$ cat src/rtl/grf_wport_arb_pkg.sv
// Shared CPU constants used by the GRF write-port arbiter: register-address
// width and the grant_id source encodings.
package grf_wport_arb_pkg;

    localparam int REG_ADDR_W = 5;
    localparam int DATA_W     = 32;

    typedef enum logic [1:0] {
        GNT_WB   = 2'd0,
        GNT_R1   = 2'd1,
        GNT_R2   = 2'd2,
        GNT_NONE = 2'd3
    } grant_e;

endpackage

$ cat src/rtl/grf_wport_arb_rr_pick2.sv
// Two-way round-robin pick. A lone requester always wins; with both
// requesting, the one not granted last wins. last_r2=1 favours requester 1.
module rr_pick2 (
    input  logic en,
    input  logic req1,
    input  logic req2,
    input  logic last_r2,
    output logic gnt1,
    output logic gnt2
);

    // Combinational pick, suppressed entirely when en is low.
    always_comb begin
        gnt1 = 1'b0;
        gnt2 = 1'b0;
        if (en) begin
            if (req1 && req2) begin
                gnt1 = last_r2;
                gnt2 = !last_r2;
            end else begin
                gnt1 = req1;
                gnt2 = req2;
            end
        end
    end

endmodule

$ cat src/rtl/grf_wport_arb.sv
// GRF write-port arbiter: pipeline writeback has absolute priority, the MDU
// (r1) and CP0 (r2) results share the leftover slots round-robin. The winner
// is registered onto the GRF write port one cycle after acceptance.
// Optional feature macro: GRF_ARB_ANTISTARVE_EN adds per-requester wait
// counters that raise stall_pipe when a requester has been blocked too long.
module grf_wport_arb
    import grf_wport_arb_pkg::*;
#(
    parameter int STARVE_LIMIT = 8
) (
    input  logic                  clk,
    input  logic                  Reset,
    input  logic                  wb_we,
    input  logic [REG_ADDR_W-1:0] wb_addr,
    input  logic [DATA_W-1:0]     wb_data,
    input  logic                  r1_valid,
    input  logic [REG_ADDR_W-1:0] r1_addr,
    input  logic [DATA_W-1:0]     r1_data,
    output logic                  r1_ready,
    input  logic                  r2_valid,
    input  logic [REG_ADDR_W-1:0] r2_addr,
    input  logic [DATA_W-1:0]     r2_data,
    output logic                  r2_ready,
    output logic                  RegWr,
    output logic [REG_ADDR_W-1:0] RWAddr,
    output logic [DATA_W-1:0]     RWData,
    output logic [1:0]            grant_id,
    output logic                  stall_pipe
);

    logic                  wb_req;
    logic                  xfer1;
    logic                  xfer2;
    logic                  reg_wr_q,  reg_wr_d;
    logic [REG_ADDR_W-1:0] rw_addr_q, rw_addr_d;
    logic [DATA_W-1:0]     rw_data_q, rw_data_d;
    logic [1:0]            grant_q,   grant_d;
    logic                  last_r2_q, last_r2_d;

    // A write to $0 is a no-op, so it does not claim the port.
    assign wb_req = wb_we && (wb_addr != '0);

    rr_pick2 u_pick (
        .en      (!Reset && !wb_req),
        .req1    (r1_valid),
        .req2    (r2_valid),
        .last_r2 (last_r2_q),
        .gnt1    (r1_ready),
        .gnt2    (r2_ready)
    );

    assign xfer1 = r1_valid && r1_ready;
    assign xfer2 = r2_valid && r2_ready;

    // Select this cycle's winner and advance the round-robin pointer on r1/r2 transfers.
    always_comb begin
        reg_wr_d  = 1'b0;
        rw_addr_d = '0;
        rw_data_d = '0;
        grant_d   = GNT_NONE;
        last_r2_d = last_r2_q;
        if (wb_req) begin
            reg_wr_d  = 1'b1;
            rw_addr_d = wb_addr;
            rw_data_d = wb_data;
            grant_d   = GNT_WB;
        end else if (xfer1) begin
            reg_wr_d  = (r1_addr != '0);
            rw_addr_d = r1_addr;
            rw_data_d = r1_data;
            grant_d   = GNT_R1;
            last_r2_d = 1'b0;
        end else if (xfer2) begin
            reg_wr_d  = (r2_addr != '0);
            rw_addr_d = r2_addr;
            rw_data_d = r2_data;
            grant_d   = GNT_R2;
            last_r2_d = 1'b1;
        end
    end

    // Write-port register and pointer; reset drops any pending write and favours r1.
    always_ff @(posedge clk) begin
        if (Reset) begin
            reg_wr_q  <= 1'b0;
            rw_addr_q <= '0;
            rw_data_q <= '0;
            grant_q   <= GNT_NONE;
            last_r2_q <= 1'b1;
        end else begin
            reg_wr_q  <= reg_wr_d;
            rw_addr_q <= rw_addr_d;
            rw_data_q <= rw_data_d;
            grant_q   <= grant_d;
            last_r2_q <= last_r2_d;
        end
    end

    assign RegWr    = reg_wr_q;
    assign RWAddr   = rw_addr_q;
    assign RWData   = rw_data_q;
    assign grant_id = grant_q;

`ifdef GRF_ARB_ANTISTARVE_EN
    localparam int CNT_W = $clog2(STARVE_LIMIT + 1);
    localparam logic [CNT_W-1:0] CNT_MAX = CNT_W'(STARVE_LIMIT);

    logic [CNT_W-1:0] wait1_q, wait1_d;
    logic [CNT_W-1:0] wait2_q, wait2_d;
    logic             stall_q, stall_d;

    // Count blocked cycles per requester, saturating; stall while either is saturated.
    always_comb begin
        wait1_d = wait1_q;
        wait2_d = wait2_q;
        if (!r1_valid || xfer1) begin
            wait1_d = '0;
        end else if (wait1_q != CNT_MAX) begin
            wait1_d = wait1_q + CNT_W'(1);
        end
        if (!r2_valid || xfer2) begin
            wait2_d = '0;
        end else if (wait2_q != CNT_MAX) begin
            wait2_d = wait2_q + CNT_W'(1);
        end
        stall_d = (wait1_d == CNT_MAX) || (wait2_d == CNT_MAX);
    end

    // Wait counters and registered stall request.
    always_ff @(posedge clk) begin
        if (Reset) begin
            wait1_q <= '0;
            wait2_q <= '0;
            stall_q <= 1'b0;
        end else begin
            wait1_q <= wait1_d;
            wait2_q <= wait2_d;
            stall_q <= stall_d;
        end
    end

    assign stall_pipe = stall_q;
`else
    assign stall_pipe = 1'b0;
`endif

endmodule

$ cat config.mk
export PLATFORM = sky130hd
export DESIGN_NAME = grf_wport_arb
export DESIGN_NICKNAME = d
export VERILOG_FILES = /design/src/rtl/grf_wport_arb_pkg.sv /design/src/rtl/grf_wport_arb_rr_pick2.sv /design/src/rtl/grf_wport_arb.sv
export SDC_FILE = /design/constraint.sdc
export NUM_CORES = 1
export LEC_CHECK = 0
export CORE_MARGIN = 2
export CORE_UTILIZATION = 54
export CTS_BUF_LIST = sky130_fd_sc_hd__clkbuf_2
export DETAILED_ROUTE_END_ITERATION = 8
export DONT_BUFFER_PORTS = 1
export GPL_ROUTABILITY_DRIVEN = 0
export GPL_TIMING_DRIVEN = 1
export PLACE_DENSITY = 0.69
export SKIP_CTS_REPAIR_TIMING = 1
export SLEW_MARGIN = 40
export SYNTH_ARGS = -nofsm -noshare
export SYNTH_HDL_FRONTEND = slang
export SYNTH_SLANG_ARGS = --single-unit
$ cat constraint.sdc
create_clock -name clk -period 3 [get_ports clk]
set_clock_uncertainty 0.1 [all_clocks]
set_input_delay 0.15 -clock clk [delete_from_list [all_inputs] [get_ports clk]]
set_output_delay 0.15 -clock clk [all_outputs]
set_load 0.01 [all_outputs]
==> reports/metrics.csv, run 1 <==
stage,metric,value,unit
timing,hold_violations,0,
timing,hold_slack,115.8,ps
logic_synthesis,syn_area_per_cell,10.93,µm²
pwr,ir_drop,0.2379,mV
clock_network,cts_tree,done,
detailed_routing,wl_per_cell,20.27,µm
timing,fin_crit_sh,89.67,%
flow_run,maxCapViolCount,0,
hold_path,min_to,RWAddr[4],
timing,setup_ws,309.9,ps
worst_setup_path,critPathSlowestCell,dlygate4sd3_1,
clock_network,cts_made_buffers,5,
logic_synthesis,synth_area,0.002121,mm²
worst_setup_path,max_stage_delay,630,ps
grt,grt_use_total,21.67,%
timing,max_slew.worst_pin.slew,545.6,ps
clock_network,clk_pin_slew,220,ps
worst_setup_path,cpMostUsedCell,dlygate4sd3_1,
status,status,completed,
grt,grt_pass1_vias,1463,
detailed_routing,drtIter0Drc,70,
pwr,powerDensity,384.4,mW/mm²
hold_path,min-delay-path-class,input pin to flop,
worst_setup_path,r2r_cells,7,
place,pre_cts_slack,1026,ps
floorplanning,design.core.area,0.003716,mm²
logic_synthesis,synth_area_leaders,"dfxtp_1 39%, a221oi_2 24%, nor3_2 8.5%",
worst_setup_path,r2r_start,last_r2_q,
worst_setup_path,worstSetupPathType,flop to flop,
timing,period_needed,2690,ps
cells_and_area,drive_above_1_share,25.61,%
detailed_routing,drt_pass1_iterations,4,
logic_synthesis,yosysTopAreaCell,dfxtp_1,
place,dp_hpwl,3690,µm
timing,timing.setup.tns,0,ps
floorplanning,die_h,66.67,µm
cells_and_area,area_growth,47.67,%
floorplanning,pin_count,159,
logic_synthesis,syn_nets,310,
detailed_routing,viasPerCell,6.045,
timing,slew-limit-headroom,63.63,%
worst_setup_path,crit_arrival,2930,ps
clock_network,cts_sinks,41,
worst_setup_path,critPathCaptureType,flop,
cells_and_area,nNetsFinal,400,
clock_network,cts_htree_levels,2,
worst_setup_path,crit_path_start_kind,flop,
worst_setup_path,path_cells,nor2b_1 -> nor2b_2 -> buf_4 -> a221oi_2 -> dlygate4sd3_1 -> nor3_2 -> dlygate4sd3_1,
worst_setup_path,critPathMaxFanout,24,
timing,max_clock_freq,0.3717,GHz
pwr,p_leak,1.224,nW
logic_synthesis,ys_ff_latch,41,
detailed_routing,drc,0,
logic_synthesis,synth.distinct_cells,29,
floorplanning,die_area,0.004445,mm²
logic_synthesis,synthCells,194,
detailed_routing,ant_nets,0,
logic_synthesis,seq_area_frac_synth,38.70,%
floorplanning,initial_core_util,57.07,%
grt,antenna_found_initial,0,
clock_network,clock_latency,400,ps
logic_synthesis,synth_top_area_share,38.70,%
detailed_routing,num_vias,2013,
grt,grt_pass1_wl,7176,µm
cells_and_area,num-fill-cells,199,
worst_setup_path,r2r-end,RWData[20],
clock_network,cts.path.max_buffers,2,
hold_path,whs_path_depth,2,
detailed_routing,wl,6750,µm
floorplanning,core.rowCount,22,
timing,slew_violations,0,
timing,setup_viol,0,
floorplanning,fp.dieW,66.67,µm
worst_setup_path,rrSetupSlack,310,ps
clock_network,ctsRootBufferMaster,clkbuf_2,
hold_path,min_from,wb_we,
cells_and_area,antenna_cells,0,
grt,grt_max_degree,43,
place,placement.io_buffers,0,
worst_setup_path,cp.required,3240,ps
timing,rsz0062_at_grt,false,
grt,grt_overflow,0,
logic_synthesis,synth_warnings,0,
[synthesized netlist by cell type]
master,instances
a21oi_1,12
buf_1,1
a221oi_2,34
a211oi_1,1
o21ai_1,2
nor3_2,18
nand2_1,2
o31ai_4,1
o211ai_1,1
a22oi_1,2
nor3b_4,1
dfxtp_1,41
o21bai_1,2
o21ai_0,2
nand2b_1,12
a21boi_2,1
conb_1,1
nor2b_1,4
nor2_1,24
buf_2,6
a221oi_1,1
buf_4,3
nor3_1,5
or4_1,2
or3_4,1
o31a_1,1
and2_1,2
clkbuf_1,4
buf_6,7
[power by group]
group	leakage, nW	internal, mW	total [mW]	switching (mW)
clock	0.0287	0.0543	0.243	0.189
sequential	0.343	0.592	0.636	0.0435
combinational	0.853	0.189	0.325	0.136
total	1.22	0.836	1.20	0.368
[how the worst max path moves through the flow]
stage,startpoint,to,cells after the start
6_report,last_r2_q,RWData[20],7
5_1_grt,last_r2_q,RWData[18],7
4_1_cts,last_r2_q,r1_ready,3
3_5_place_dp,wb_addr[4],RWData[19],5
3_3_place_gp,wb_addr[4],RWData[19],5
2_1_floorplan,last_r2_q,r2_ready,5
[cell families (layout without fill, tap and decap cells)]
family	after synthesis	after routing	share of synthesized area [%]
buffers and inverters	21	112	7.079
flip-flops	41	41	38.70
other	1	1	0.1768
AND/OR/NAND/NOR	71	71	21.71
AO/OA/AOI/OAI	60	60	32.33
[placed cells by master (no fill, tap or decap), drive strengths merged]
master       count
o31ai            1
nand2b          12
buf              7
dfxtp           41
or3              1
a22oi            2
a21boi           1
conb             1
o21bai           2
o21ai            4
nor3            23
or4              2
a221oi          35
nor2            24
o31a             1
clkinvlp         1
and2             2
o211ai           1
a21oi           12
nor3b            1
nor2b            4
nand2            2
dlygate4sd3     97
clkinv           2
clkbuf           5
a211oi           1
[state kept, by name, summed over array words and instances (netlist names)]
name	cells
RegWr	1
grant_id	2
last_r2_q	1
RWData	32
RWAddr	5
[stage by stage]
stage               total power [mW]  cell area, µm²  instances  util (%)
global route                   1.264            3132        333     84.28
CTS                            1.046            2122        234     57.10
floorplan                     0.8035            2121        194         -
finish                         1.204            3132        333     84.28
global placement              0.8076            2079        226     55.96
detailed placement            0.8165            2079        226     55.96
[critical path: cells and delay by family (launching register included)]
kind,cells,cell delay (ps)
AOI/OAI and AO/OA,1,300
buffers and inverters,3,1430
DFF,1,390
and+or+nand+nor,3,400
[metal layers]
layer  vias up  global-route usage [%]  part of all wire, %
met2       113                   37.75                   54
met5         -                       0                    0
met3        23                   7.601                  8.1
met4         0                   9.949                  3.5
li1        919                       -                    -
met1       958                   23.36                   35
[final cells by class]
| class | instances | area, µm² | area share (%) |
|---|---|---|---|
| clock buffer | 5 | 25.02 | 0.7990 |
| clock inverter | 3 | 17.52 | 0.5593 |
| multi-input combinational | 132 | 1169 | 37.32 |
| sequential | 41 | 820.8 | 26.21 |
| tap | 48 | 60.06 | 1.918 |
| timing repair buffer | 104 | 1040 | 33.20 |
Power figures use the tool's default switching activity.
==> run 2: changes to the inputs <==
--- a/config.mk
+++ b/config.mk
@@ -5,14 +5,15 @@
 export SDC_FILE = /design/constraint.sdc
 export NUM_CORES = 1
 export LEC_CHECK = 0
+export CELL_PAD_IN_SITES_DETAIL_PLACEMENT = 1
+export CELL_PAD_IN_SITES_GLOBAL_PLACEMENT = 1
 export CORE_MARGIN = 2
-export CORE_UTILIZATION = 54
+export CORE_UTILIZATION = 49
 export CTS_BUF_LIST = sky130_fd_sc_hd__clkbuf_2
 export DETAILED_ROUTE_END_ITERATION = 8
 export DONT_BUFFER_PORTS = 1
 export GPL_ROUTABILITY_DRIVEN = 0
-export GPL_TIMING_DRIVEN = 1
-export PLACE_DENSITY = 0.69
+export PLACE_DENSITY = 0.86
 export SKIP_CTS_REPAIR_TIMING = 1
 export SLEW_MARGIN = 40
 export SYNTH_ARGS = -nofsm -noshare
==> reports/metrics.csv, run 2 <==
stage,metric,value,unit,change
clock_network,cts_sinks,41,,unchanged
logic_synthesis,synth_ff_type,dfxtp_1,,
logic_synthesis,yosysTopAreaCell,dfxtp_1,,
logic_synthesis,synth_most_common_cell,dfxtp_1,,
logic_synthesis,synth_compound_area_share,32.33,%,unchanged
floorplanning,initial_core_util,51.90,%,-5.2 points
logic_synthesis,seq_area_frac_synth,38.70,%,unchanged
logic_synthesis,synth_mux_area_share,0,%,unchanged
floorplanning,die_h,69.79,µm,+4.7%
logic_synthesis,synth-xor-area-share,0,%,unchanged
place,placement.io_buffers,0,,unchanged
logic_synthesis,synth-simple-area-share,21.71,%,unchanged
logic_synthesis,async_flop_share,0,%,unchanged
floorplanning,core.rowCount,23,,+4.5%
clock_network,cts.path.max_buffers,2,,unchanged
status,firstError,[ERROR RSZ-0060] Max buffer count reached.,,
logic_synthesis,syn_nets,310,,unchanged
clock_network,cts_htree_levels,2,,unchanged
logic_synthesis,synth.distinct_cells,29,,unchanged
logic_synthesis,synth_common_cells,"41 x dfxtp_1, 34 x a221oi_2, 24 x nor2_1",,
floorplanning,fp.dieW,69.79,µm,+4.7%
logic_synthesis,syn_area_per_cell,10.93,µm²,unchanged
logic_synthesis,synth_warnings,0,,unchanged
logic_synthesis,synth-edff-count,0,,unchanged
logic_synthesis,synth_area,0.002121,mm²,unchanged
logic_synthesis,synth_top_area_share,38.70,%,unchanged
status,stop_stage,global routing,,
logic_synthesis,ys_ff_latch,41,,unchanged
status,status,did not finish,,
clock_network,ctsRootBufferMaster,clkbuf_2,,
logic_synthesis,synthCells,194,,unchanged
floorplanning,pin_count,159,,unchanged
logic_synthesis,synth_top_family_by_area,compound AO/OA/AOI/OAI gates,,
place,pre_cts_slack,1035,ps,+8.910 ps
logic_synthesis,synthAdderAreaFrac,0,%,unchanged
grt,grt_max_degree,43,,
clock_network,cts_made_buffers,5,,unchanged
place,dp_hpwl,4162,µm,+13%
logic_synthesis,synth_area_leaders,"dfxtp_1 39%, a221oi_2 24%, nor3_2 8.5%",,
run 2: kinds of logic after synthesis:
logic type / count (synthesis)
buffers and inverters: 21
other: 1
DFF: 41
AOI/OAI and AO/OA: 60
and+or+nand+nor: 71
run 2: stage by stage:
stage	hold WS, ps	utilization, %	cells	instance area [µm²]
after CTS	-331.6	51.75	235	2115
after detailed placement	128.9	50.83	227	2077
after floorplan	164.6	-	194	2121
after global placement	127.0	50.83	227	2077
==> run 3: changes to the inputs <==
--- a/config.mk
+++ b/config.mk
@@ -5,15 +5,12 @@
 export SDC_FILE = /design/constraint.sdc
 export NUM_CORES = 1
 export LEC_CHECK = 0
-export CELL_PAD_IN_SITES_DETAIL_PLACEMENT = 1
-export CELL_PAD_IN_SITES_GLOBAL_PLACEMENT = 1
 export CORE_MARGIN = 2
-export CORE_UTILIZATION = 49
-export CTS_BUF_LIST = sky130_fd_sc_hd__clkbuf_2
+export CORE_UTILIZATION = 39
 export DETAILED_ROUTE_END_ITERATION = 8
 export DONT_BUFFER_PORTS = 1
 export GPL_ROUTABILITY_DRIVEN = 0
-export PLACE_DENSITY = 0.86
+export PLACE_DENSITY_LB_ADDON = 0.15
 export SKIP_CTS_REPAIR_TIMING = 1
 export SLEW_MARGIN = 40
 export SYNTH_ARGS = -nofsm -noshare
==> reports/metrics.csv, run 3 (synthesis results as in run 1) <==
stage,metric,value,unit,change
grt,antenna_found_initial,0,,
hold_path,min-delay-path-class,input pin to flop,,
grt,grt_use_total,18.01,%,
worst_setup_path,critPathSlowestCell,dlygate4sd3_1,,
detailed_routing,viasPerCell,5.631,,
place,dp_hpwl,4206,µm,+1.1%
hold_path,whs_path_depth,2,,
pwr,total_power,1.413,mW,
timing,fin_crit_sh,92.51,%,
pwr,powerDensity,447.9,mW/mm²,
pwr,p_leak,1.217,nW,
floorplanning,initial_core_util,41.00,%,-11 points
detailed_routing,wl_per_cell,20.24,µm,
worst_setup_path,critPathCaptureType,flop,,
cells_and_area,num-fill-cells,416,,
cells_and_area,drive_above_1_share,25.99,%,
timing,max_slew.worst_pin.slew,646.1,ps,
status,violations,negative hold slack,,
worst_setup_path,crit_end,RWData[25],,
grt,grt_pass1_vias,1697,,
detailed_routing,drt_pass1_iterations,4,,
pwr,ir_drop,0.2308,mV,
worst_setup_path,path_cells,or3_4 -> o31a_2 -> buf_4 -> a221oi_2 -> dlygate4sd3_1 -> nor3_2 -> dlygate4sd3_1,,
timing,hold_violations,2,,
cells_and_area,layout_commonest_cell,dlygate4sd3_1,,
worst_setup_path,r2r_start,last_r2_q,,
cells_and_area,final_cell_mix,"90 x dlygate4sd3_1, 41 x dfxtp_1, 34 x a221oi_2",,
clock_network,clock_latency,290,ps,
clock_network,cts_made_buffers,5,,unchanged
worst_setup_path,cp.required,3080,ps,
grt,grt_pass1_wl,8521,µm,
timing,timing.setup.tns,0,ps,
worst_setup_path,r2r_cells,7,,
status,status,"complete, but fails checks",,
worst_setup_path,crit_start,wb_addr[4],,
clock_network,cts_tree,done,,
floorplanning,pin_count,159,,unchanged
worst_setup_path,r2r-end,RWData[17],,
cells_and_area,antenna_cells,0,,
timing,hold_slack,-17.38,ps,
timing,slew_violations,0,,
worst_setup_path,rrSetupSlack,340,ps,
floorplanning,die_h,77.74,µm,+11%
clock_network,cts_sinks,41,,unchanged
timing,period_needed,2775,ps,
detailed_routing,drc,0,,
timing,rsz0062_at_grt,false,,
detailed_routing,num_vias,1954,,
floorplanning,die_area,0.006044,mm²,
cells_and_area,finalNonFillerCells,347,,
worst_setup_path,max_stage_delay,590,ps,
cells_and_area,largest_reg_flops,32,,
floorplanning,core.rowCount,26,,+13%
worst_setup_path,worstSetupPathType,input pin to flop,,
grt,grt_overflow,0,,
floorplanning,fp.dieW,77.74,µm,+11%
flow_run,maxCapViolCount,0,,
floorplanning,design.core.area,0.005172,mm²,
detailed_routing,drtIter0Drc,38,,
detailed_routing,ant_nets,0,,
timing,setup_viol,0,,
cells_and_area,area_growth,48.79,%,
place,placement.io_buffers,0,,unchanged
clock_network,clk_pin_slew,80,ps,
timing,slew-limit-headroom,56.93,%,
detailed_routing,wl,7022,µm,
worst_setup_path,crit_path_start_kind,input pin,,
clock_network,cts.path.max_buffers,2,,unchanged
timing,max_clock_freq,0.3603,GHz,
place,dp.cells,247,,+8.8%
worst_setup_path,cpMostUsedCell,dlygate4sd3_1,,
cells_and_area,nNetsFinal,392,,
worst_setup_path,crit_arrival,2860,ps,
clock_network,ctsRootBufferMaster,clkbuf_8,,
clock_network,cts_htree_levels,2,,unchanged
worst_setup_path,critPathMaxFanout,29,,
grt,grt_max_degree,43,,
## run 3: worst max-delay path, delay by kind of cell
kind,cells,cell delay (ps)
compound gates,2,740
buf+inv,3,1510
simple gates,2,440
## run 3: layer usage
layer / GRT usage (%) / part of all wire [%]
met4: 5.714 / 0.93
met2: 33.19 / 55
met3: 7.558 / 7.8
met5: 0 / 0
met1: 18.18 / 36
## run 3: worst min-delay path by stage
stage / end / slack (ps) / from
6_report: RWData[6] / -20 / r2_data[6]
3_3_place_gp: RWData[13] / 130 / Reset
3_5_place_dp: RWData[13] / 130 / Reset
4_1_cts: RWData[17] / -190 / Reset
5_1_grt: RWData[26] / -20 / wb_data[26]
2_1_floorplan: RWAddr[2] / 160 / wb_addr[2]
## run 3: where the power goes
part           switching [mW]  internal [mW]
clock network           0.191          0.271
logic                   0.134          0.183
registers              0.0438          0.591
## run 3: per-stage QoR
stage / util (%) / instance area [µm²] / worst slack, ps
floorplan: - / 2121 / 1471
global placement: 40.64 / 2102 / 1091
detailed placement: 40.74 / 2107 / 1042
CTS: 42.99 / 2223 / 821.0
global route: 61.01 / 3156 / 149.1
finish: 61.01 / 3156 / 224.8
## run 3: layout make-up
type / instances / area, µm² / share of cell area, %
clock buffer: 7 / 86.33 / 2.736
clock inverter: 1 / 30.03 / 0.9516
multi-input combinational: 132 / 1169 / 37.03
sequential: 41 / 820.8 / 26.01
tap: 70 / 87.58 / 2.776
timing repair buffer: 96 / 962.2 / 30.49
